[config.mk]
export PLATFORM = sky130hd
export DESIGN_NAME = adder_byte_sequencer_flat
export DESIGN_NICKNAME = d
export VERILOG_FILES = /design/src/rtl/adder_byte_sequencer_if.sv /design/src/rtl/adder_byte_sequencer.sv /design/src/flat_wrapper.sv
export SDC_FILE = /design/constraint.sdc
export NUM_CORES = 1
export LEC_CHECK = 0
export CORE_MARGIN = 4
export CORE_UTILIZATION = 35
export CTS_CLUSTER_DIAMETER = 60
export CTS_CLUSTER_SIZE = 8
export DETAILED_ROUTE_END_ITERATION = 12
export PLACE_DENSITY = 0.66
export SYNTH_ARGS = -nofsm -noshare
export SYNTH_HDL_FRONTEND = slang
export SYNTH_SLANG_ARGS = --single-unit
[constraint.sdc]
create_clock -name clk -period 2.7 [get_ports clk]
set_input_delay 0.675 -clock clk [delete_from_list [all_inputs] [get_ports clk]]
set_output_delay 0.675 -clock clk [all_outputs]
set_load 0.05 [all_outputs]
[src/rtl/adder_byte_sequencer_if.sv]
// rtl/adder_byte_sequencer_if.sv - byte-pair stream, external adder and result stream bundle
interface adder_byte_sequencer_if;
    logic       in_valid;
    logic       in_ready;
    logic [7:0] in_a;
    logic [7:0] in_b;
    logic       in_last;
    logic       word_cin;

    logic [7:0] add_a;
    logic [7:0] add_b;
    logic       add_cin;
    logic [7:0] add_sum;
    logic       add_cout;

    logic       out_valid;
    logic       out_ready;
    logic [7:0] out_sum;
    logic       out_last;
    logic       out_cout;
    logic       out_ovf;
    logic       out_err;
    logic [7:0] word_cnt;

    // master: the surroundings (upstream source, adder, downstream sink)
    modport master (
        output in_valid, in_a, in_b, in_last, word_cin,
        input  in_ready,
        input  add_a, add_b, add_cin,
        output add_sum, add_cout,
        input  out_valid, out_sum, out_last, out_cout, out_ovf, out_err, word_cnt,
        output out_ready
    );

    // slave: the sequencer itself
    modport slave (
        input  in_valid, in_a, in_b, in_last, word_cin,
        output in_ready,
        output add_a, add_b, add_cin,
        input  add_sum, add_cout,
        output out_valid, out_sum, out_last, out_cout, out_ovf, out_err, word_cnt,
        input  out_ready
    );
endinterface

[src/rtl/adder_byte_sequencer.sv]
// rtl/adder_byte_sequencer.sv - sequences byte pairs of up to 4-byte words through an external 8-bit adder
module adder_byte_sequencer (
    input  logic                         clk,
    input  logic                         rst,
    adder_byte_sequencer_if.slave        bus
);
    typedef enum logic {
        ST_FIRST = 1'b0,
        ST_MID   = 1'b1
    } state_t;

    state_t     state;
    logic [1:0] idx_q;
    logic       carry_q;

    logic       s1_valid;
    logic [7:0] s1_a;
    logic [7:0] s1_b;
    logic       s1_cin;
    logic       s1_last;
    logic       s1_err;

    logic       s2_valid;
    logic [7:0] s2_sum;
    logic       s2_last;
    logic       s2_cout;
    logic       s2_ovf;
    logic       s2_err;

    logic [7:0] cnt_q;

    logic       s1_adv;
    logic       in_ready_c;
    logic       accept;
    logic [1:0] cur_idx;
    logic       word_end;
    logic       carry_fwd;
    logic       ovf_c;

    always_comb begin
        s1_adv     = s1_valid && (!s2_valid || bus.out_ready);
        in_ready_c = !rst && (!s1_valid || s1_adv);
        accept     = bus.in_valid && in_ready_c;
        cur_idx    = (state == ST_FIRST) ? 2'd0 : idx_q;
        word_end   = bus.in_last || (cur_idx == 2'd3);
        // a byte entering S1 on the edge its predecessor leaves needs that predecessor's carry now
        carry_fwd  = s1_adv ? bus.add_cout : carry_q;
        ovf_c      = s1_last && (s1_a[7] == s1_b[7]) && (bus.add_sum[7] != s1_a[7]);
    end

    always_ff @(posedge clk or posedge rst) begin
        if (rst) begin
            state <= ST_FIRST;
            idx_q <= 2'd0;
        end else if (accept) begin
            if (word_end) begin
                state <= ST_FIRST;
                idx_q <= 2'd0;
            end else begin
                state <= ST_MID;
                idx_q <= cur_idx + 2'd1;
            end
        end
    end

    always_ff @(posedge clk or posedge rst) begin
        if (rst) begin
            carry_q <= 1'b0;
        end else if (s1_adv) begin
            carry_q <= bus.add_cout;
        end
    end

    always_ff @(posedge clk or posedge rst) begin
        if (rst) begin
            s1_valid <= 1'b0;
            s1_a     <= 8'd0;
            s1_b     <= 8'd0;
            s1_cin   <= 1'b0;
            s1_last  <= 1'b0;
            s1_err   <= 1'b0;
        end else if (accept) begin
            s1_valid <= 1'b1;
            s1_a     <= bus.in_a;
            s1_b     <= bus.in_b;
            s1_cin   <= (state == ST_FIRST) ? bus.word_cin : carry_fwd;
            s1_last  <= word_end;
            s1_err   <= (cur_idx == 2'd3) && !bus.in_last;
        end else if (s1_adv) begin
            // clearing on empty keeps the adder operands at zero while idle
            s1_valid <= 1'b0;
            s1_a     <= 8'd0;
            s1_b     <= 8'd0;
            s1_cin   <= 1'b0;
            s1_last  <= 1'b0;
            s1_err   <= 1'b0;
        end
    end

    always_ff @(posedge clk or posedge rst) begin
        if (rst) begin
            s2_valid <= 1'b0;
            s2_sum   <= 8'd0;
            s2_last  <= 1'b0;
            s2_cout  <= 1'b0;
            s2_ovf   <= 1'b0;
            s2_err   <= 1'b0;
        end else if (s1_adv) begin
            s2_valid <= 1'b1;
            s2_sum   <= bus.add_sum;
            s2_last  <= s1_last;
            s2_cout  <= s1_last && bus.add_cout;
            s2_ovf   <= ovf_c;
            s2_err   <= s1_last && s1_err;
        end else if (s2_valid && bus.out_ready) begin
            s2_valid <= 1'b0;
            s2_sum   <= 8'd0;
            s2_last  <= 1'b0;
            s2_cout  <= 1'b0;
            s2_ovf   <= 1'b0;
            s2_err   <= 1'b0;
        end
    end

    always_ff @(posedge clk or posedge rst) begin
        if (rst) begin
            cnt_q <= 8'd0;
        end else if (s2_valid && bus.out_ready && s2_last) begin
            cnt_q <= cnt_q + 8'd1;
        end
    end

    assign bus.in_ready  = in_ready_c;
    assign bus.add_a     = s1_a;
    assign bus.add_b     = s1_b;
    assign bus.add_cin   = s1_cin;
    assign bus.out_valid = s2_valid;
    assign bus.out_sum   = s2_sum;
    assign bus.out_last  = s2_last;
    assign bus.out_cout  = s2_cout;
    assign bus.out_ovf   = s2_ovf;
    assign bus.out_err   = s2_err;
    assign bus.word_cnt  = cnt_q;
endmodule
[src/flat_wrapper.sv]
// flat-port wrapper written by rule: the top's interface ports become plain ports
module adder_byte_sequencer_flat 
  (clk, rst, bus_in_valid, bus_in_a, bus_in_b, bus_in_last, bus_word_cin, bus_in_ready, bus_add_a, bus_add_b, bus_add_cin, bus_add_sum, bus_add_cout, bus_out_valid, bus_out_sum, bus_out_last, bus_out_cout, bus_out_ovf, bus_out_err, bus_word_cnt, bus_out_ready);
  adder_byte_sequencer_if bus_i ();
  input  logic clk;
  input  logic rst;
  input wire logic [$bits(bus_i.in_valid)-1:0] bus_in_valid;
  input wire logic [$bits(bus_i.in_a)-1:0] bus_in_a;
  input wire logic [$bits(bus_i.in_b)-1:0] bus_in_b;
  input wire logic [$bits(bus_i.in_last)-1:0] bus_in_last;
  input wire logic [$bits(bus_i.word_cin)-1:0] bus_word_cin;
  output wire logic [$bits(bus_i.in_ready)-1:0] bus_in_ready;
  output wire logic [$bits(bus_i.add_a)-1:0] bus_add_a;
  output wire logic [$bits(bus_i.add_b)-1:0] bus_add_b;
  output wire logic [$bits(bus_i.add_cin)-1:0] bus_add_cin;
  input wire logic [$bits(bus_i.add_sum)-1:0] bus_add_sum;
  input wire logic [$bits(bus_i.add_cout)-1:0] bus_add_cout;
  output wire logic [$bits(bus_i.out_valid)-1:0] bus_out_valid;
  output wire logic [$bits(bus_i.out_sum)-1:0] bus_out_sum;
  output wire logic [$bits(bus_i.out_last)-1:0] bus_out_last;
  output wire logic [$bits(bus_i.out_cout)-1:0] bus_out_cout;
  output wire logic [$bits(bus_i.out_ovf)-1:0] bus_out_ovf;
  output wire logic [$bits(bus_i.out_err)-1:0] bus_out_err;
  output wire logic [$bits(bus_i.word_cnt)-1:0] bus_word_cnt;
  input wire logic [$bits(bus_i.out_ready)-1:0] bus_out_ready;
  assign bus_i.in_valid = bus_in_valid;
  assign bus_i.in_a = bus_in_a;
  assign bus_i.in_b = bus_in_b;
  assign bus_i.in_last = bus_in_last;
  assign bus_i.word_cin = bus_word_cin;
  assign bus_in_ready = bus_i.in_ready;
  assign bus_add_a = bus_i.add_a;
  assign bus_add_b = bus_i.add_b;
  assign bus_add_cin = bus_i.add_cin;
  assign bus_i.add_sum = bus_add_sum;
  assign bus_i.add_cout = bus_add_cout;
  assign bus_out_valid = bus_i.out_valid;
  assign bus_out_sum = bus_i.out_sum;
  assign bus_out_last = bus_i.out_last;
  assign bus_out_cout = bus_i.out_cout;
  assign bus_out_ovf = bus_i.out_ovf;
  assign bus_out_err = bus_i.out_err;
  assign bus_word_cnt = bus_i.word_cnt;
  assign bus_i.out_ready = bus_out_ready;
  adder_byte_sequencer u_core (.clk(clk), .rst(rst), .bus(bus_i));
endmodule
==> run summary <==
RSZ-0062 raised after global routing - no
Slack of the critical path - 178 ps
Pwr/cell area - 733 mW/mm^2
Final setup violation count - 0
N_diodes - 0
First-pass GRT wire length - 6820 um
Layout cells sized above 1 - 10.8%
Worst skew pair latency - 290 ps
Top-Level Pins - 70
R2R Setup Slk - 1210 ps
Initial Util - 37.2%
Seq cells post-synth - 45
End of the worst register-to-register path - u_core.s1_last$_DFFE_PP0P_
Final Max Tran Viols - 0
Die width - 79.8 um
Final Skew - 9.64 ps
Yosys warns - 0
Fin. Hold Viols - 0
Clk root buf - clkbuf_8
Core area - 0.00485 sq mm
Die span in y - 79.8 um
Hold-fix buffers, CTS - 0
Reg2Reg Depth - 4
Tightest Pin Transition - 523 ps
Fin cells - 279
Fin crit share - 93.4%
Peak supply drop - 329 uV
Largest net degree at the start of global routing - 25
Clock sinks - 45
Crit Path Max Fanout - 6
HP Class - register to register
Initial antenna violation count - 0
Cell Rows - 25
Cells after DPL - 271
Max_slew headroom - 65.0%
DIE AREA - 0.00636 sq mm
Worst Hold End - u_core.bus.word_cnt[7]$_DFFE_PP0P_
CP Class - primary input to primary output
Worst-path clk slew - 80 ps
Post-cts sizing count - 0
Hold path depth - 1
# Post-CTS Setup Buffers - 0
LEAKAGE - 1.18 nW
Remaining DRCs - 0
Layout area overhead - 48.7%
Final ANT Viol Nets - 0
Number of global-route vias before repair - 1,479
CTS tree - done
Netlist cell types - 28
Drt pass-1 iters - 4
Num CTS Buffers - 5
Dominant cell type by area after synthesis - dfrtp_1
WL final - 4180 um
Per-cell routed wire length - 15.0 um
Fmax achieved - 0.396 GHz
Ys async rst share - 100%
Post-synth net total - 169
Fin util - 55.3%
Vias per cell - 5.00
H-tree depth - 2
Area post-placement - 0.00258 sq mm
HP Start - u_core.bus.word_cnt[7]$_DFFE_PP0P_
Sequential share of the synthesized area - 62.5%
Netlist Area Pre-Place - 0.00180 sq mm
Top-count cell post-synth - dfrtp_1
NumNets Final - 244
Initial DRC count - 55
Clk buf depth - 2
Top-area cell type share of the netlist area - 62.5%
Worst R2R Start - u_core.bus.out_valid$_DFFE_PP0P_
Post-Synthesis Cells - 136
Worst setup EP type - primary output
Final Wtd Congestion - 0.730
Final Cell Area - 0.00268 sq mm
Max Cap Viol - 0
Post-layout minimum cycle time - 2520 ps
Status - finished clean
Post-synth EDFFs - 0
Synth top cells by count - dfrtp_1 (45), a22o_1 (26), nand2_1 (8)
WP data arrival - 1850 ps
Worst hold slack - 477 ps
Via count - 1,395
Mean post-synth cell area - 13.2 sq um
HPWL after DPL - 3120 um
IO buf count - 69
Worst setup SP type - primary input
Total Power - 1.96 mW
Synth top area cells - dfrtp_1 (62%), a22o_1 (13%), xnor2_1 (2.4%)
GRT Residual Overflow - 0
Primary FF master, synth - dfrtp_1
Overall routing resource usage - 13.5%
Setup TNS - 0 ps
CP Data Required Time - 2030 ps
Pre-CTS setup slack - 161 ps
-- per-layer routing --
layer / global-route usage (%) / share of wire [%] / up-vias
met5: 0 / 0 / -
met4: 2.53 / 0.41 / 0
met3: 4.85 / 8.6 / 2
met2: 23.2 / 49 / 59
met1: 16.3 / 42 / 688
li1: - / - / 646
-- worst max path at each step --
stage / end / slack, ps / cells after the start / from
final: bus_in_ready / 180 / 4 / bus_out_ready
after floorplan: bus_in_ready / 350 / 2 / u_core.bus.out_valid$_DFFE_PP0P_
after global placement: bus_in_ready / 160 / 4 / bus_out_ready
after detailed placement: bus_in_ready / 160 / 4 / bus_out_ready
after CTS: bus_in_ready / 160 / 4 / bus_out_ready
after global routing: bus_in_ready / 130 / 4 / bus_out_ready
-- layout by cell type, fill, tap and decap left out --
| cell | n |
|---|---|
| a21boi_4 | 1 |
| a21o_1 | 1 |
| a21oi_1 | 2 |
| a21oi_4 | 1 |
| a22o_1 | 26 |
| a32o_1 | 4 |
| and2_1 | 2 |
| and2b_4 | 1 |
| buf_12 | 1 |
| buf_4 | 4 |
| clkbuf_8 | 6 |
| clkdlybuf4s50_1 | 68 |
| clkinv_2 | 1 |
| clkinv_4 | 1 |
| dfrtp_1 | 45 |
| ha_1 | 2 |
| inv_1 | 4 |
| inv_2 | 2 |
| mux2_2 | 3 |
| nand2_1 | 8 |
| nand2b_1 | 1 |
| nand3_1 | 2 |
| nand4_1 | 3 |
| nor2_1 | 6 |
| nor2_4 | 1 |
| nor2b_2 | 1 |
| nor4_1 | 1 |
| o21ai_0 | 5 |
| o2bb2ai_1 | 2 |
| xnor2_1 | 5 |
| xor2_1 | 2 |
-- power breakdown --
group	internal (mW)	switching, mW	total (mW)
clock	0.207	0.219	0.427
sequential	0.768	0.0802	0.848
combinational	0.265	0.424	0.689
total	1.24	0.724	1.96
-- critical path: stages --
cell and delay (ps):
clkdlybuf4s50_1 510, and2b_4 240, a21oi_1 250, buf_12 170
-- state kept, by name (all words and copies together) (netlist names), 2 cells and up --
name,count
u_core.bus.add_a,8
u_core.bus.word_cnt,8
u_core.bus.out_sum,8
u_core.bus.add_b,8
u_core.idx_q,2
-- logic make-up after synthesis --
group / after synthesis / share of synthesized area [%]
flip-flops: 45 / 62.5
adder cells (fa/ha/maj): 2 / 1.39
multiplexers: 3 / 1.87
buffers and inverters: 11 / 3.12
AO/OA/AOI/OAI: 42 / 20.1
XOR/XNOR: 7 / 3.40
AND/OR/NAND/NOR: 26 / 7.57
-- final cells by class --
class,instances,area (sq um)
fill,411,2170
clock buffer,6,82.6
multi-input combinational,80,619
clock inverter,2,13.8
sequential,45,1130
tap,67,83.8
inverter,6,22.5
timing repair buffer,73,731
No activity file was read; power rests on OpenSTA's default activity.
